$ cat config.mk
export PLATFORM = sky130hd
export DESIGN_NAME = spi_master
export DESIGN_NICKNAME = d
export VERILOG_FILES = /design/src/rtl/spi_master.sv
export SDC_FILE = /design/constraint.sdc
export NUM_CORES = 1
export LEC_CHECK = 0
export CORE_MARGIN = 4
export CORE_UTILIZATION = 43
export DETAILED_ROUTE_END_ITERATION = 10
export GPL_ROUTABILITY_DRIVEN = 0
export HOLD_SLACK_MARGIN = 0.06
export PLACE_DENSITY = 0.74
export SLEW_MARGIN = 10
export SYNTH_ARGS = -nofsm -noshare
export SYNTH_HDL_FRONTEND = slang
export SYNTH_SLANG_ARGS = --single-unit
$ cat constraint.sdc
create_clock -name clk -period 3 [get_ports clk]
set_input_delay 0.45 -clock clk [delete_from_list [all_inputs] [get_ports clk]]
set_output_delay 0.45 -clock clk [all_outputs]
set_load 0.005 [all_outputs]
$ cat src/rtl/spi_master.sv
// Register-mapped SPI master: 8-bit frames, programmable CPOL/CPHA/bit order/SCK divider,
// 8-deep TX/RX FIFOs, software chip-selects and a maskable level interrupt.
module spi_master #(
    parameter int cs_w = 8
) (
    input  logic            clk,
    input  logic            rstn,
    input  logic [4:0]      addr,
    input  logic            re,
    input  logic            we,
    input  logic [31:0]     wd,
    output logic [31:0]     rd,
    output logic            irq,
    output logic            spi_mosi,
    input  logic            spi_miso,
    output logic            spi_sck,
    output logic [cs_w-1:0] spi_cs
);

    localparam logic [2:0] REG_CR    = 3'd0;
    localparam logic [2:0] REG_SR    = 3'd1;
    localparam logic [2:0] REG_DR    = 3'd2;
    localparam logic [2:0] REG_DFR   = 3'd3;
    localparam logic [2:0] REG_CS    = 3'd4;
    localparam logic [2:0] REG_IRQ_M = 3'd5;
    localparam logic [2:0] REG_IRQ_V = 3'd6;

    localparam logic [1:0] ST_IDLE  = 2'd0;
    localparam logic [1:0] ST_LOAD  = 2'd1;
    localparam logic [1:0] ST_SHIFT = 2'd2;
    localparam logic [1:0] ST_GAP   = 2'd3;

    logic [2:0]      sel;
    logic            wr_cr, wr_dr, wr_dfr, wr_cs, wr_irq_m, wr_irq_v, rd_dr;
    logic [6:0]      cr;
    logic [15:0]     dfr;
    logic [cs_w-1:0] cs_v;
    logic [2:0]      irq_m, irq_v, irq_set;
    logic            unused_bits;

    assign sel      = addr[4:2];
    assign wr_cr    = we && (sel == REG_CR);
    assign wr_dr    = we && (sel == REG_DR);
    assign wr_dfr   = we && (sel == REG_DFR);
    assign wr_cs    = we && (sel == REG_CS);
    assign wr_irq_m = we && (sel == REG_IRQ_M);
    assign wr_irq_v = we && (sel == REG_IRQ_V);
    assign rd_dr    = re && (sel == REG_DR);
    assign unused_bits = ^{addr[1:0], wd[31:16]};

    // NOTE: sequential state is always assigned with <= so every flop samples pre-edge values.
    always_ff @(posedge clk) begin
        if (!rstn) begin
            cr    <= '0;
            dfr   <= '0;
            cs_v  <= '1;
            irq_m <= '0;
        end else begin
            if (wr_cr)    cr    <= wd[6:0];
            if (wr_dfr)   dfr   <= wd[15:0];
            if (wr_cs)    cs_v  <= wd[cs_w-1:0];
            if (wr_irq_m) irq_m <= wd[2:0];
        end
    end

    assign spi_cs = cs_v;

    // ---------------- FIFOs ----------------
    logic [7:0] tx_mem [8];
    logic [7:0] rx_mem [8];
    logic [2:0] tx_wp, tx_rp, rx_wp, rx_rp;
    logic [3:0] tx_cnt, rx_cnt;
    logic       tx_full, tx_empty, rx_full, rx_empty;
    logic       tx_push, tx_pop, rx_push, rx_pop;
    logic [7:0] tx_head, rx_din;

    assign tx_full  = (tx_cnt == 4'd8);
    assign tx_empty = (tx_cnt == 4'd0);
    assign rx_full  = (rx_cnt == 4'd8);
    assign rx_empty = (rx_cnt == 4'd0);
    assign tx_push  = wr_dr && !tx_full;
    assign rx_pop   = rd_dr && !rx_empty;
    assign tx_head  = tx_mem[tx_rp];

    // NOTE: FIFO storage has no reset; the pointers and counts alone define what is valid.
    always_ff @(posedge clk) begin
        if (tx_push) tx_mem[tx_wp] <= wd[7:0];
        if (rx_push) rx_mem[rx_wp] <= rx_din;
    end

    always_ff @(posedge clk) begin
        if (!rstn) begin
            tx_wp  <= '0;
            tx_rp  <= '0;
            tx_cnt <= '0;
            rx_wp  <= '0;
            rx_rp  <= '0;
            rx_cnt <= '0;
        end else begin
            if (tx_push) tx_wp <= tx_wp + 3'd1;
            if (tx_pop)  tx_rp <= tx_rp + 3'd1;
            if (rx_push) rx_wp <= rx_wp + 3'd1;
            if (rx_pop)  rx_rp <= rx_rp + 3'd1;
            case ({tx_push, tx_pop})
                2'b10:   tx_cnt <= tx_cnt + 4'd1;
                2'b01:   tx_cnt <= tx_cnt - 4'd1;
                default: tx_cnt <= tx_cnt;
            endcase
            case ({rx_push, rx_pop})
                2'b10:   rx_cnt <= rx_cnt + 4'd1;
                2'b01:   rx_cnt <= rx_cnt - 4'd1;
                default: rx_cnt <= rx_cnt;
            endcase
        end
    end

    // ---------------- Transfer engine ----------------
    logic [1:0]  state;
    logic [15:0] div_cnt;
    logic [3:0]  edge_cnt;
    logic [7:0]  tx_sh, rx_sh, rx_next;
    logic        cpha_q, lsb_q;
    logic        tick, sample_now, shift_now, last_edge, can_start, busy;

    function automatic logic [7:0] shift_out(input logic [7:0] v, input logic lsb);
        return lsb ? {1'b0, v[7:1]} : {v[6:0], 1'b0};
    endfunction

    assign busy       = (state != ST_IDLE);
    assign can_start  = !tx_empty && !rx_full;
    assign tick       = (div_cnt >= dfr);
    // Even edge counts are leading edges; cpha selects which edge type samples MISO.
    assign sample_now = (state == ST_SHIFT) && tick && (~edge_cnt[0] ^ cpha_q);
    assign shift_now  = (state == ST_SHIFT) && tick && !(~edge_cnt[0] ^ cpha_q) && (edge_cnt != 4'd15);
    assign last_edge  = (state == ST_SHIFT) && tick && (edge_cnt == 4'd15);
    assign rx_next    = lsb_q ? {spi_miso, rx_sh[7:1]} : {rx_sh[6:0], spi_miso};
    assign rx_din     = sample_now ? rx_next : rx_sh;
    assign rx_push    = last_edge && !rx_full;
    assign tx_pop     = (state == ST_LOAD);

    always_ff @(posedge clk) begin
        if (!rstn) begin
            state    <= ST_IDLE;
            div_cnt  <= '0;
            edge_cnt <= '0;
            tx_sh    <= '0;
            rx_sh    <= '0;
            cpha_q   <= 1'b0;
            lsb_q    <= 1'b0;
            spi_sck  <= 1'b0;
            spi_mosi <= 1'b0;
        end else begin
            case (state)
                ST_IDLE: begin
                    spi_sck <= cr[0];
                    if (can_start) state <= ST_LOAD;
                end
                ST_LOAD: begin
                    cpha_q   <= cr[1];
                    lsb_q    <= cr[2];
                    spi_sck  <= cr[0];
                    div_cnt  <= '0;
                    edge_cnt <= '0;
                    rx_sh    <= '0;
                    // cpha=0 needs the first bit on MOSI before the first SCK edge.
                    if (!cr[1]) begin
                        spi_mosi <= cr[2] ? tx_head[0] : tx_head[7];
                        tx_sh    <= shift_out(tx_head, cr[2]);
                    end else begin
                        tx_sh    <= tx_head;
                    end
                    state <= ST_SHIFT;
                end
                ST_SHIFT: begin
                    if (tick) begin
                        div_cnt  <= '0;
                        spi_sck  <= ~spi_sck;
                        edge_cnt <= edge_cnt + 4'd1;
                        if (sample_now) rx_sh <= rx_next;
                        if (shift_now) begin
                            spi_mosi <= lsb_q ? tx_sh[0] : tx_sh[7];
                            tx_sh    <= shift_out(tx_sh, lsb_q);
                        end
                        if (last_edge) state <= ST_GAP;
                    end else begin
                        div_cnt <= div_cnt + 16'd1;
                    end
                end
                default: begin
                    if (tick) begin
                        div_cnt <= '0;
                        state   <= can_start ? ST_LOAD : ST_IDLE;
                    end else begin
                        div_cnt <= div_cnt + 16'd1;
                    end
                end
            endcase
        end
    end

    // ---------------- Interrupts ----------------
    logic [3:0] tx_thr, rx_thr;

    assign tx_thr  = 4'd1 << cr[4:3];
    assign rx_thr  = 4'd1 << cr[6:5];
    assign irq_set = {last_edge, (tx_cnt < tx_thr), (rx_cnt >= rx_thr)};

    always_ff @(posedge clk) begin
        if (!rstn) begin
            irq_v <= '0;
            irq   <= 1'b0;
        end else begin
            irq_v <= (wr_irq_v ? wd[2:0] : irq_v) | irq_set;
            irq   <= |(irq_v & irq_m);
        end
    end

    // ---------------- Read path ----------------
    logic [31:0] rd_mux;

    // NOTE: every always_comb output gets a default first so no path can infer a latch.
    always_comb begin
        rd_mux = '0;
        case (sel)
            REG_CR:    rd_mux = {25'b0, cr};
            REG_SR:    rd_mux = {27'b0, busy, rx_empty, rx_full, tx_empty, tx_full};
            REG_DR:    rd_mux = rx_empty ? 32'h0 : {24'b0, rx_mem[rx_rp]};
            REG_DFR:   rd_mux = {16'b0, dfr};
            REG_CS:    rd_mux = 32'(cs_v);
            REG_IRQ_M: rd_mux = {29'b0, irq_m};
            REG_IRQ_V: rd_mux = {29'b0, irq_v};
            default:   rd_mux = '0;
        endcase
    end

    always_ff @(posedge clk) begin
        if (!rstn)   rd <= '0;
        else if (re) rd <= rd_mux;
    end

endmodule

# --- After elaboration in Yosys (flattened, before gate mapping) ---
# Memories as Yosys holds them, arrays and structs flattened. A register that Yosys moved wholly into a read port is not among the register bits.
# Cells that the tools add are included.
word_totals:
  reg_bits: 132
  latch_bits: 0
  ramBits: 128
  rom_bits: 0
  inputBits: 42
  output_inout_bits: 43
  memories: 2
classes:
  addsub: 10
  n_mul: 0
  div_mod_pow: 0
  order_cmp: 3
  n_eq_ne: 21
  shifts: 2
  mux: 41
  n_bitwise: 5
  reduce_logical: 38
mem_list:
  columns: ["name", "words", "word_bits", "rd", "rd_clocked_by_memory_dff", "write_ports", "line", "rtl"]
  rows:
  - ["rx_mem", 8, 8, 1, 1, 1, "70", "logic [7:0] rx_mem [8];"]
  - ["tx_mem", 8, 8, 1, 1, 1, "69", "logic [7:0] tx_mem [8];"]
op_table:
  columns: ["op", "n"]
  rows:
  - ["case mux 16 bit (7 select lines)", 1]
  - ["2-to-1 mux 8 bit", 9]
  - ["case mux 16 bit (2 select lines)", 1]
  - ["case mux 8 bit (2 select lines)", 2]
  - ["case mux 4 bit (2 select lines)", 3]
  - ["adder 16 x 1 -> 16 bit, second input constant", 1]
  - ["greater-or-equal comparator 16 bit", 1]
  - ["logical AND 1 bit", 16]
  - ["2-to-1 mux 16 bit", 1]
  - ["2-to-1 mux 3 bit", 5]
  - ["adder 3 x 1 -> 3 bit, second input constant", 4]
  - ["adder 4 x 1 -> 4 bit, second input constant", 3]
  - ["equality test 4 bit, second input constant", 3]
  - ["2-to-1 mux 1 bit", 11]
  - ["inequality test 2 bit, second input constant", 5]
  - ["nonzero test 2 bit", 5]
  - ["equality test 3 bit, second input constant", 3]
  - ["logical NOT 4 bit", 2]
  - ["2-to-1 mux 2 bit", 4]
  - ["AND reduction 4 bit", 2]
  - ["left shift 1 x 2 -> 4 bit, first input constant", 2]
  - ["subtractor 4 x 1 -> 4 bit, second input constant", 2]
  - ["equality test 2 x 1 -> 1 bit, second input constant", 3]
  - ["equality test 2 bit, second input constant", 3]
  - ["other kinds (20)", 28]

# --- Longest topological paths before layout ---
# Gate-level depths: netlist of the first run.
depth:
  depth_word: 8
  depth_mapped: 15

# --- Least setup slack after synthesis of the first run ---
# OpenSTA, ideal clock, no wires.
synth_path:
  path_kind: "reg-to-reg"
  from: "register div_cnt[0]"
  to: "register rx_cnt[2]"
  t_arrival_ps: 3068
  required_ps: 2930
  path_slack_ps: -138
  stages_incl_launch_ff: 16
  cell_sequence: "dfxtp_1 inv_1 ha_1 nand2b_1 a2111oi_0 o21ai_1 a21o_1 buf_6 nand3_2 ha_1 xor2_1 ha_1 a21oi_1 xor2_1 or3_1 a21oi_1"
synth_via:
  elab_chain_len: 6
synth_lines:
  columns: ["item", "line", "rtl"]
  rows:
  - ["start: declaration", "119", "logic [15:0] div_cnt;"]
  - ["start signal: assignment", "186", "div_cnt <= div_cnt + 16'd1;"]
  - ["start signal: assignment", "194", "div_cnt <= div_cnt + 16'd1;"]
  - ["greater-or-equal comparator 16 bit *", "131", "assign tick = (div_cnt >= dfr);"]
  - ["logical AND 1 bit * (2 in series)", "135", "assign last_edge = (state == ST_SHIFT) && tick && (edge_cnt == 4'd15);"]
  - ["logical AND 1 bit *", "138", "assign rx_push = last_edge && !rx_full;"]
  - ["equality test 2 x 1 -> 1 bit or equality test 2 bit (tied branches)", "109", "case ({rx_push, rx_pop})"]
  - ["case mux 4 bit (2 select lines) or nonzero test 2 bit (tied branches)", null, null]
  - ["end signal: assignment", "110", "2'b10: rx_cnt <= rx_cnt + 4'd1;"]
  - ["end signal: assignment", "111", "2'b01: rx_cnt <= rx_cnt - 4'd1;"]
  - ["end signal: assignment", "112", "default: rx_cnt <= rx_cnt;"]
  - ["end: declaration", "72", "logic [3:0] tx_cnt, rx_cnt;"]
# Mark *: on every way between the ends. The rest lies on a longest branch, timed or not.
# A chain may end at the register's enable or synchronous reset.

# --- Worst setup path in the final report of the first run ---
layout_path:
  from: "register dfr[4]"
  to: "register rx_cnt[2]"
layout_via:
  elab_chain_len: 6
layout_lines:
  columns: ["item", "line", "rtl"]
  rows:
  - ["start: declaration", "36", "logic [15:0] dfr;"]
  - ["start signal: assignment", "60", "if (wr_dfr) dfr <= wd[15:0];"]
  - ["greater-or-equal comparator 16 bit *", "131", null]
  - ["logical AND 1 bit * (2 in series)", "135", null]
  - ["logical AND 1 bit *", "138", null]
  - ["equality test 2 x 1 -> 1 bit or equality test 2 bit (tied branches)", "109", null]
  - ["case mux 4 bit (2 select lines) or nonzero test 2 bit (tied branches)", null, null]
# Marked as above.

==> results of run 1 <==
power groups by stage:
| stage | clock, µW | sequential (µW) | combinational, µW |
|---|---|---|---|
| floorplan | 0 | 3870 | 1130 |
| detailed placement | 0 | 3930 | 1490 |
| global route | 3620 | 3880 | 1690 |
| finish | 3390 | 3860 | 1530 |
| CTS | 3450 | 3860 | 1510 |
| global placement | 0 | 3920 | 1460 |
how the worst max path moves through the flow:
stage	endpoint	slack [ps]	cells past startpoint
4_1_cts	rx_cnt[2]	3	14
5_1_grt	rx_cnt[2]	-20	13
3_5_place_dp	rx_cnt[2]	-3	14
6_report	rx_cnt[2]	80	14
3_3_place_gp	tx_cnt[3]	60	11
2_1_floorplan	rx_cnt[2]	8	15
cell families after synthesis:
kind of cell	after synthesis
buf+inv	100
compound gates	172
flops	250
other cells	1
fa+ha+maj	40
mux	110
simple gates	319
xor+xnor	16
state kept, by name, indices dropped and copies added, names as in the netlist, 2 cells and up, named ones only:
signal and cells:
rx_mem 64, tx_mem 64, dfr 16, div_cnt 16
rd 16, rx_sh 8, spi_cs 8, tx_sh 8
cr 7, edge_cnt 4, rx_cnt 4, tx_cnt 4
irq_m 3, irq_v 3, rx_rp 3, rx_wp 3
tx_rp 3, tx_wp 3, state 2
per-layer routing:
layer  vias to the layer above  part of all wire (%)  track usage (%)
met5                         -                     0                0
met4                         0                   3.1             5.12
met3                        59                   4.8             2.75
met2                       218                    49             29.3
met1                      3884                    43             22.0
li1                       3876                     -                -
what timing repair did:
item / CTS / global route
setup endpoints to repair: 1 / 2
buffers inserted: 1 / 7
endpoints found under the hold margin: 0 / 0
pin swaps: 3 / 17
resized for setup: 6 / 35
gates cloned: 0 / 0
worst reg2reg max path, cell delays in order (launching register included):
cell and delay (ps):
dfxtp_1 380, inv_1 70, ha_1 200, a211o_1 300, a21oi_4 220, a2111oi_4 110, a21o_1 240, nand3_4 110
ha_4 160, xor2_1 160, ha_2 200, a21oi_2 40, xor2_1 160, or3_4 390, a21oi_2 120
stage by stage:
step / hold WS (ps) / utilization (%) / power, µW / setup WS [ps] / instance area, µm²
6_report: 306 / 51.8 / 8780 / 82.6 / 14000
5_1_grt: 329 / 51.8 / 9190 / -16.5 / 14000
4_1_cts: 288 / 51.1 / 8820 / 2.71 / 13800
3_5_place_dp: 466 / 47.4 / 5420 / -2.73 / 12800
3_3_place_gp: 456 / 47.4 / 5380 / 60.5 / 12800
2_1_floorplan: 443 / - / 5010 / 7.89 / 11800
placed cells by master (no fill, tap or decap), types with 17 or more instances in the layout:
| master | netlist | layout |
|---|---|---|
| dfxtp_2 | 0 | 17 |
| nor2_1 | 56 | 56 |
| mux2_2 | 31 | 31 |
| mux2i_1 | 43 | 43 |
| nor2b_1 | 18 | 18 |
| a21oi_1 | 69 | 65 |
| ha_1 | 39 | 30 |
| nand2b_1 | 18 | 18 |
| edfxtp_1 | 128 | 128 |
| nand3_1 | 33 | 33 |
| clkbuf_16 | 0 | 28 |
| clkdlybuf4s50_1 | 0 | 49 |
| nor3_1 | 19 | 19 |
| buf_4 | 19 | 66 |
| dfxtp_1 | 122 | 105 |
| inv_1 | 32 | 31 |
| mux4_2 | 20 | 20 |
| nand2_1 | 124 | 123 |
Yosys cell counts, types with 7 or more instances:
master | n | share of area [%]
mux4_2 | 20 | 3.8
nand2b_1 | 18 | 0.96
and3_1 | 8 | 0.43
a31oi_1 | 11 | 0.59
nor3_1 | 19 | 0.81
a21oi_1 | 69 | 2.9
nand3_1 | 33 | 1.4
nor2_1 | 56 | 1.8
nand2_1 | 124 | 4.0
dfxtp_1 | 122 | 21
mux4_1 | 14 | 3.1
xor2_1 | 9 | 0.67
xnor2_1 | 7 | 0.52
o21ai_0 | 15 | 0.64
clkbuf_1 | 30 | 0.96
inv_1 | 32 | 1.0
ha_1 | 39 | 4.2
nor2b_1 | 18 | 0.96
edfxtp_1 | 128 | 33
buf_4 | 19 | 1.2
mux2_2 | 31 | 3.0
o22ai_1 | 11 | 0.59
mux2i_1 | 43 | 3.7
and2_1 | 10 | 0.53
cell type report:
class                      instances  area share [%]
sequential                       250            45.2
tap                              341            3.06
clock buffer                      38            5.70
clock inverter                    12            1.02
timing repair buffer             116            7.10
inverter                          33           0.887
multi-input combinational        673            37.0
==> metrics.md, run 1 <==
| Metric | Value |
|---|---|
| Die W | 173 µm |
| Slew Limit Fails | 0 |
| Clock Skews | 20.0 ps |
| Placed Cells | 1,405 |
| Yosys cell types | 74 |
| CTS tree | done |
| Port bufs | 50 |
| H-tree Lvls | 1 |
| Nets | 1,183 |
| GRT Total Usage | 16.9% |
| TritonRoute pass-1 iters | 6 |
| Power Internal | 6420 µW |
| Layout area overhead | 18.8% |
| Dpl hpwl | 17,800 µm |
| WP buf/inv | 1 |
| Yosys reg bits | 250 |
| FILL cells | 2,182 |
| FFs w/ async S/R, synth | 0% |
| Worst hold stages | 3 |
| Least-Margin Pin Slew | 773 ps |
| N_diodes | 0 |
| Crit Reg-Reg Endpoint | rx_cnt[2] |
| Synth Area in Compound Gates | 9.61% |
| CTS Buf Count | 27 |
| Post-synthesis simple-gate area fraction | 13.0% |
| Full die area | 30,000 µm² |
| Cts hold-fix bufs | 0 |
| Reg-to-reg setup timing slack | 80 ps |
| Antenna violations before repair | 0 |
| Clock Latency Late Sink | 540 ps |
| Peak supply drop | 521 µV |
| Mapped Area | 11,800 µm² |
| Critical Path End Type | register |
| Combinational family with the most area after synthesis | multiplexers |
| Slowest stage delay, CP | 390 ps |
| CP Cell Sequence | inv_1 -> ha_1 -> a211o_1 -> a21oi_4 -> a2111oi_4 -> a21o_1 -> nand3_4 -> ha_4 -> xor2_1 -> ha_2 -> a21oi_2 -> xor2_1 -> or3_4 -> a21oi_2 |
| Worst-path clk slew | 60 ps |
| Syn Inst Count | 1,008 |
| Worst Setup SP | dfr[4] |
| Residual DRC | 0 |
| Final min period | 2920 ps |
| Reg-to-reg startpoint | dfr[4] |
| Hold Path End | spi_mosi |
| Cell Count, Final, Fillers Out | 1,463 |
| Synth warn | 0 |
| Crit Path Category | reg -> reg |
| Avg Inst Size Synth | 11.7 µm² |
| Final Setup Violations | 0 |
| Rows | 60 |
| Hold path startpoint | rstn |
| Max Cap Viol | 0 |
| Initial cell density of the core | 43.6% |
| ANT nets after route | 0 |
| Avg Vias per Cell | 5.49 |
| Number of hold violations in the final report | 0 |
| Sw frac | 26.9% |
| FF-to-FF path depth | 14 |
| Switching pwr | 2370 µW |
| WP data arrival | 3380 ps |
| Hold Path Class | in -> reg |
| Largest net degree at the start of global routing | 55 |
| Core area | 27,000 µm² |
| Clock sinks | 250 |
| First-pass GRT wire length | 42,100 µm |
| Setup Total Neg Slack | 0 ps |
| Initial DRC count | 578 |
| DR vias | 8,037 |
| Fin crit share | 97.2% |
| P_leak | 0.00501 µW |
| Clock power frac | 38.6% |
| Rel. slew slack | 48.4% |
| Run status | finished clean |
| Total Routed Length | 26,300 µm |
| Share of cells above drive strength 1 | 19.6% |
| FMAX | 343 MHz |
| Dominant delay contributor by cell family on the critical path | compound AO/OA/AOI/OAI gates |
| Logic pwr share | 17.4% |
| EDFF count, synth | 128 |
| GRT overflow | 0 |
| Mux share of post-synthesis cell area | 13.9% |
| Vias in the first global route | 7,955 |
| Xor/xnor cell area share of the yosys netlist | 1.19% |
| Per-cell routed wire length | 17.9 µm |
| Multi-input gate area | 5170 µm² |
| Setup crit start kind | register |
| Register area share after synthesis | 53.5% |
| Root Driver | clkbuf_16 |
| Flop pwr share | 43.9% |
| Reg area | 6310 µm² |
| I/O Pins | 85 |
| Data required, critical path | 3460 ps |
| Top FF cell, synth | edfxtp_1 |
| Slowest-stage cell, CP | or3_4 |
| CTS Buffer Depth | 3 |
| Critical Path Fanout Max | 4 |
| Area share of fa/ha/maj cells after synthesis | 4.32% |
| Pwr Density | 629 nW/µm² |
| Die Height | 173 µm |
(Power assumes the default switching activity.)
==> run 2: changes to the inputs <==
Settings changed: CORE_ASPECT_RATIO set to 1.1.
==> metrics.md, run 2 (synthesized netlist as in run 1, its figures left out) <==
| Metric | Value |
|---|---|
| Data required, critical path | 3470 ps |
| Most frequent cells in the layout | edfxtp_1 (128), nand2_1 (123), dfxtp_1 (117) |
| GRT Total Usage | 17.1% |
| Critical Path Fanout Max | 3 |
| Die W | 166 µm |
| Setup Total Neg Slack | 0 ps |
| Worst hold stages | 3 |
| I/O Pins | 85 |
| Rows | 63 |
| First-pass GRT wire length | 42,300 µm |
| Fin crit share | 96.3% |
| Slew Limit Fails | 0 |
| Worst-path clk slew | 60 ps |
| Max Cap Viol | 0 |
| Biggest regs | rx_mem x64, tx_mem x64 |
| Peak supply drop | 512 µV |
| Reg-to-reg startpoint | dfr[9] |
| Clock Skews | 39.6 ps |
| Clock Latency Late Sink | 550 ps |
| Number of hold violations in the final report | 0 |
| Total Routed Length | 26,600 µm |
| Most common cell after layout, fill and taps aside | edfxtp_1 |
| Antenna violations before repair | 0 |
| P_leak | 0.00495 µW |
| Hold Path Class | in -> reg |
| Final min period | 2890 ps |
| Run status | finished clean |
| CTS Buf Count | 26 |
| Crit Reg-Reg Endpoint | rx_cnt[2] |
| TritonRoute pass-1 iters | 6 |
| Dpl hpwl | 18,300 µm |
| Layout area overhead | 17.3% |
| Final Setup Violations | 0 |
| Clock sinks | 250 |
| Least-Margin Pin Slew | 774 ps |
| Nets | 1,172 |
| FF-to-FF path depth | 14 |
| Core Util, Final | 51.2% |
| FMAX | 346 MHz |
| Share of cells above drive strength 1 | 16.6% |
| Crit Path Category | reg -> reg |
| Core area | 27,000 µm² |
| Hold Path End | spi_mosi |
| Reg-to-reg setup timing slack | 110 ps |
| GRT overflow | 0 |
| Per-cell routed wire length | 18.1 µm |
| Die Height | 181 µm |
| Setup crit start kind | register |
| WP data arrival | 3360 ps |
| CTS tree | done |
| FILL cells | 2,295 |
| Avg Vias per Cell | 5.50 |
| Rel. slew slack | 48.4% |
| PnR Total Power | 8780 µW |
| Pwr Density | 637 nW/µm² |
| Port bufs | 50 |
| N_diodes | 0 |
| Hold path startpoint | rstn |
| Largest net degree at the start of global routing | 71 |
| Initial DRC count | 580 |
| CTS Buffer Depth | 3 |
| Full die area | 30,000 µm² |
| Critical Path End Type | register |
| DR vias | 8,074 |
| H-tree Lvls | 1 |
| ANT nets after route | 0 |
| Cts hold-fix bufs | 0 |
| Root Driver | clkbuf_16 |
| Initial cell density of the core | 43.6% |
| Vias in the first global route | 7,805 |
| Residual DRC | 0 |
## run 2: routing by layer
layer  up-vias  track usage [%]  part of all wire [%]
met5         -                0                     0
met1      3954             22.0                    42
met4         0             4.49                   2.5
met2       221             30.6                    51
li1       3852                -                     -
met3        47             2.22                   4.9
## run 2: cell type report
class	instances	area (µm²)	share of cell area, %
Clock buffer	40	807	5.85
Clock inverter	8	129	0.935
Inverter	33	124	0.898
Multi-Input combinational cell	673	5070	36.8
Sequential cell	250	6290	45.6
Tap cell	357	447	3.24
Timing Repair Buffer	106	916	6.64
## run 2: where the power goes
part / internal (µW) / switching (µW)
clock network: 2110 / 1310
registers: 3720 / 144
logic: 639 / 862
total: 6470 / 2310
## run 2: per-stage QoR
| step | setup slack (ps) | hold slack (ps) | instance area (µm²) | cells |
|---|---|---|---|---|
| 6_report | 112 | 311 | 13800 | 1467 |
| 5_1_grt | -47.1 | 322 | 13800 | 1467 |
| 4_1_cts | 46.9 | 292 | 13700 | 1466 |
| 3_5_place_dp | -69.2 | 469 | 12800 | 1418 |
| 3_3_place_gp | -21.5 | 455 | 12800 | 1418 |
| 2_1_floorplan | 7.89 | 443 | 11800 | 1023 |
## run 2: how the worst max path moves through the flow
| stage | from | to | cells after the start |
|---|---|---|---|
| 3_5_place_dp | addr[3] | tx_cnt[3] | 11 |
| 2_1_floorplan | div_cnt[0] | rx_cnt[2] | 15 |
| 5_1_grt | dfr[9] | rx_cnt[2] | 14 |
| 3_3_place_gp | addr[3] | tx_cnt[3] | 11 |
| 6_report | dfr[9] | rx_cnt[2] | 14 |
| 4_1_cts | dfr[14] | rx_cnt[2] | 14 |
## run 2: critical path, stage by stage (launching register included)
cell and delay [ps]:
dfxtp_1 350, inv_1 50, ha_1 320, a21oi_2 170, nor3_2 60, or3_1 400
a21o_1 210, nand3_4 110, ha_4 140, xor2_1 150, ha_1 200, a21oi_2 50
xor2_1 160, or3_1 310, a21oi_1 130
## run 2: what timing repair did
item,4_1_cts,5_1_grt
resized for setup,0,16
endpoints found under the setup margin,0,2
setup buffers,0,1
==> run 3: changes to the inputs <==
Settings changed: GPL_TIMING_DRIVEN set to 1.
==> results of run 3 <==
Final layout, timing and power as in run 2 (identical DEF).
==> RTL change: new RTL, config.mk and constraints of run 1 <==
Add an input register stage for `addr`, `re`, `we`, `wd` and `spi_miso`, with the module's reset; this delays them by one clock.
--- a/src/rtl/spi_master.sv
+++ b/src/rtl/spi_master.sv
@@ -31,4 +31,26 @@
     localparam logic [1:0] ST_GAP   = 2'd3;
 
+    logic [4:0] addr_q;
+    logic re_q;
+    logic we_q;
+    logic [31:0] wd_q;
+    logic spi_miso_q;
+
+    always_ff @(posedge clk) begin
+        if (!rstn) begin
+            addr_q     <= '0;
+            re_q       <= '0;
+            we_q       <= '0;
+            wd_q       <= '0;
+            spi_miso_q <= '0;
+        end else begin
+            addr_q     <= addr;
+            re_q       <= re;
+            we_q       <= we;
+            wd_q       <= wd;
+            spi_miso_q <= spi_miso;
+        end
+    end
+
     logic [2:0]      sel;
     logic            wr_cr, wr_dr, wr_dfr, wr_cs, wr_irq_m, wr_irq_v, rd_dr;
@@ -39,13 +61,13 @@
     logic            unused_bits;
 
-    assign sel      = addr[4:2];
-    assign wr_cr    = we && (sel == REG_CR);
-    assign wr_dr    = we && (sel == REG_DR);
-    assign wr_dfr   = we && (sel == REG_DFR);
-    assign wr_cs    = we && (sel == REG_CS);
-    assign wr_irq_m = we && (sel == REG_IRQ_M);
-    assign wr_irq_v = we && (sel == REG_IRQ_V);
-    assign rd_dr    = re && (sel == REG_DR);
-    assign unused_bits = ^{addr[1:0], wd[31:16]};
+    assign sel      = addr_q[4:2];
+    assign wr_cr    = we_q && (sel == REG_CR);
+    assign wr_dr    = we_q && (sel == REG_DR);
+    assign wr_dfr   = we_q && (sel == REG_DFR);
+    assign wr_cs    = we_q && (sel == REG_CS);
+    assign wr_irq_m = we_q && (sel == REG_IRQ_M);
+    assign wr_irq_v = we_q && (sel == REG_IRQ_V);
+    assign rd_dr    = re_q && (sel == REG_DR);
+    assign unused_bits = ^{addr_q[1:0], wd_q[31:16]};
 
     // NOTE: sequential state is always assigned with <= so every flop samples pre-edge values.
@@ -57,8 +79,8 @@
             irq_m <= '0;
         end else begin
-            if (wr_cr)    cr    <= wd[6:0];
-            if (wr_dfr)   dfr   <= wd[15:0];
-            if (wr_cs)    cs_v  <= wd[cs_w-1:0];
-            if (wr_irq_m) irq_m <= wd[2:0];
+            if (wr_cr)    cr    <= wd_q[6:0];
+            if (wr_dfr)   dfr   <= wd_q[15:0];
+            if (wr_cs)    cs_v  <= wd_q[cs_w-1:0];
+            if (wr_irq_m) irq_m <= wd_q[2:0];
         end
     end
@@ -85,5 +107,5 @@
     // NOTE: FIFO storage has no reset; the pointers and counts alone define what is valid.
     always_ff @(posedge clk) begin
-        if (tx_push) tx_mem[tx_wp] <= wd[7:0];
+        if (tx_push) tx_mem[tx_wp] <= wd_q[7:0];
         if (rx_push) rx_mem[rx_wp] <= rx_din;
     end
@@ -134,5 +156,5 @@
     assign shift_now  = (state == ST_SHIFT) && tick && !(~edge_cnt[0] ^ cpha_q) && (edge_cnt != 4'd15);
     assign last_edge  = (state == ST_SHIFT) && tick && (edge_cnt == 4'd15);
-    assign rx_next    = lsb_q ? {spi_miso, rx_sh[7:1]} : {rx_sh[6:0], spi_miso};
+    assign rx_next    = lsb_q ? {spi_miso_q, rx_sh[7:1]} : {rx_sh[6:0], spi_miso_q};
     assign rx_din     = sample_now ? rx_next : rx_sh;
     assign rx_push    = last_edge && !rx_full;
@@ -211,5 +233,5 @@
             irq   <= 1'b0;
         end else begin
-            irq_v <= (wr_irq_v ? wd[2:0] : irq_v) | irq_set;
+            irq_v <= (wr_irq_v ? wd_q[2:0] : irq_v) | irq_set;
             irq   <= |(irq_v & irq_m);
         end
@@ -236,5 +258,5 @@
     always_ff @(posedge clk) begin
         if (!rstn)   rd <= '0;
-        else if (re) rd <= rd_mux;
+        else if (re_q) rd <= rd_mux;
     end
 
Formal check against the unedited RTL: not equivalent (a bounded check fails within 4 cycles, from zero or initial values and one cycle with rstn low).
==> RTL change against run 1 <==
- cell area up 6.3%
- area after synthesis up 5.0%
- routed wire length up 6.8%
- via count up 5.4%
- setup slack worse by 0.034 ns
- power up 2.7%
- non-clock buffer count up 14
- synthesized cell count up 4.2%
- sequential cell count up 22
- critical path type unchanged
- largest power group unchanged
==> RTL change: results (changes against run 1) <==
run_status:
  status: "completed"
grt:
  grtUsageMet1_pct: 23.3  # +1.3 points
  first_global_vias: 8171  # +2.7%
  antenna_found_initial: 0  # unchanged
  grt_pass1_wl_mm: 44.0  # +4.4%
  grt_util_met2_pct: 28.9  # -0.40 points
  grt_max_degree: 67  # +22%
  use_met3_pct: 3.07  # +0.32 points
  track_usage_pct: 17.4  # +0.44 points
worst_setup_path:
  crit_path_start: "dfr[9]"
  r2r.worst_path.cells: 14  # unchanged
  end_kind: "flip-flop"
  crit_arrival_ns: 3.43  # +0.05 ns
  worstPathMaxFanout: 3  # -1
  cp_slowest_cell: "or3_4"
  slowest_delay_ns: 0.41  # +0.02 ns
  r2r_end: "rx_cnt[3]"
detailed_routing:
  wl_per_cell_um: 18.0  # about the same
  vias: 8472  # +5.4%
  first_pass_iters: 9  # +3
  drtIter0Drc: 755  # +31%
cells_and_area:
  reg.largest.list: "rx_mem (64), tx_mem (64)"
  n_antenna_cell: 0  # unchanged
  stdcell_count: 1561  # +6.7%
  fill_cells: 2351  # +7.7%
  drive_above_1_share_pct: 20.0  # +0.43 points
  fin_nets: 1241  # +4.9%
place:
  port_buffers: 50  # unchanged
  hpwl_mm: 18.9  # +6.4%
  dp_slack_ns: -0.0680  # -0.0653 ns
  dp.cells: 1498  # +6.6%
sta:
  finalClockSkew_ns: 0.0133  # -0.00669 ns
  worst_slew_pin_slew_ns: 0.798  # +0.0252 ns
  layout_setup_ws_ns: 0.0489  # -0.0336 ns
synth:
  ys_seq_area_share_pct: 54.5  # +1.0 points
  async_reset_ff_share_pct: 0  # unchanged
  netlist_top_cells_count: "dfxtp_1 (144), nand2_1 (132), edfxtp_1 (128), nand3_1 (46), and2_1 (42)"
  synth_area_leaders: "edfxtp_1 (31%), dfxtp_1 (23%), mux4_2 (6.2%)"
  synthCells: 1050  # +4.2%
  ys_types: 74  # unchanged
clock_tree:
  clockRootBuffer: "clkbuf_16"
  numCtsBuffers: 30  # +11%
  clk_path_buf_depth: 3  # unchanged
  clkTransAtPathRegs_ns: 0.06  # about the same
  cts-htree-levels: 1  # unchanged
hold_path:
  hp-class: "in -> reg"
power:
  ir_worst_vdd_mv: 0.473  # -9.2%
  power.leakage_nw: 5.33  # +6.5%
-- RTL change: cell types whose count changed after synthesis, moves of 10 or more --
cell      change
a21boi_0     +32
mux4_1       -14
nand3_1      +13
a21oi_1      -50
mux4_2       +14
a31oi_1      -11
o22ai_1      -10
and2_1       +32
nor2_1       -16
o21ai_0      +14
dfxtp_1      +22
mux2_2       -10
-- RTL change: per-layer routing --
layer	vias up	share of wire (%)
met5	-	0
met4	0	3.0
met3	60	5.2
met2	239	48
met1	4148	43
li1	4025	-
-- RTL change: worst min-delay path by stage --
stage          slack [ns]           to     start  depth (start not counted)
6_report             0.32  edge_cnt[3]      rstn                          3
5_1_grt              0.32  edge_cnt[3]      rstn                          3
4_1_cts              0.30  edge_cnt[3]      rstn                          3
3_5_place_dp         0.44      dfr[15]  wd_q[15]                          2
3_3_place_gp         0.44      dfr[15]  wd_q[15]                          2
2_1_floorplan        0.43      dfr[10]  wd_q[10]                          2
-- RTL change: critical path: cells and delay by family (launching register included) --
family / cells / cell delay [ns]
AOI/OAI and AO/OA: 4 / 0.68
adders and majority gates: 2 / 0.43
buffers and inverters: 4 / 0.41
DFF: 1 / 0.32
and+or+nand+nor: 4 / 1.04
-- RTL change: cells by family after synthesis --
| group | Yosys count | synth area share [%] |
|---|---|---|
| adder cells (fa/ha/maj) | 40 | 4.12 |
| other | 1 | 0.0304 |
| XOR/XNOR | 16 | 1.14 |
| AND/OR/NAND/NOR | 359 | 14.6 |
| AO/OA/AOI/OAI | 170 | 10.5 |
| buffers and inverters | 98 | 3.80 |
| multiplexers | 94 | 11.3 |
| flip-flops | 272 | 54.5 |
-- RTL change: timing repair --
item | 4_1_cts | 5_1_grt
setup buffers | 4 | 3
setup endpoints to repair | 2 | 50
resized for setup | 6 | 19
pin swaps | 9 | 7
-- RTL change: area by class of cell --
class	count	area (um2)	share of cell area [%]
clock inverters	17	175	1.18
well taps	378	473	3.19
flip-flops and latches	272	6740	45.4
multi-input cells	695	5410	36.4
inverters	30	113	0.759
clock buffers	39	826	5.56
repair buffers	130	1110	7.49
-- RTL change: power breakdown --
group          internal [mW]  total [mW]  switching (mW)
logic                  0.532        1.18           0.647
registers               4.03        4.17           0.145
clock network           2.20        3.67            1.47
total                   6.76        9.03            2.27
-- RTL change: metrics by stage --
step	util (%)	cell area, um2	total power, mW
final	53.0	14800	9.03
after detailed placement	48.8	13700	5.41
after CTS	52.6	14700	9.08
after global routing	53.0	14800	9.37
after floorplan	-	12500	5.08
after global placement	48.8	13700	5.38
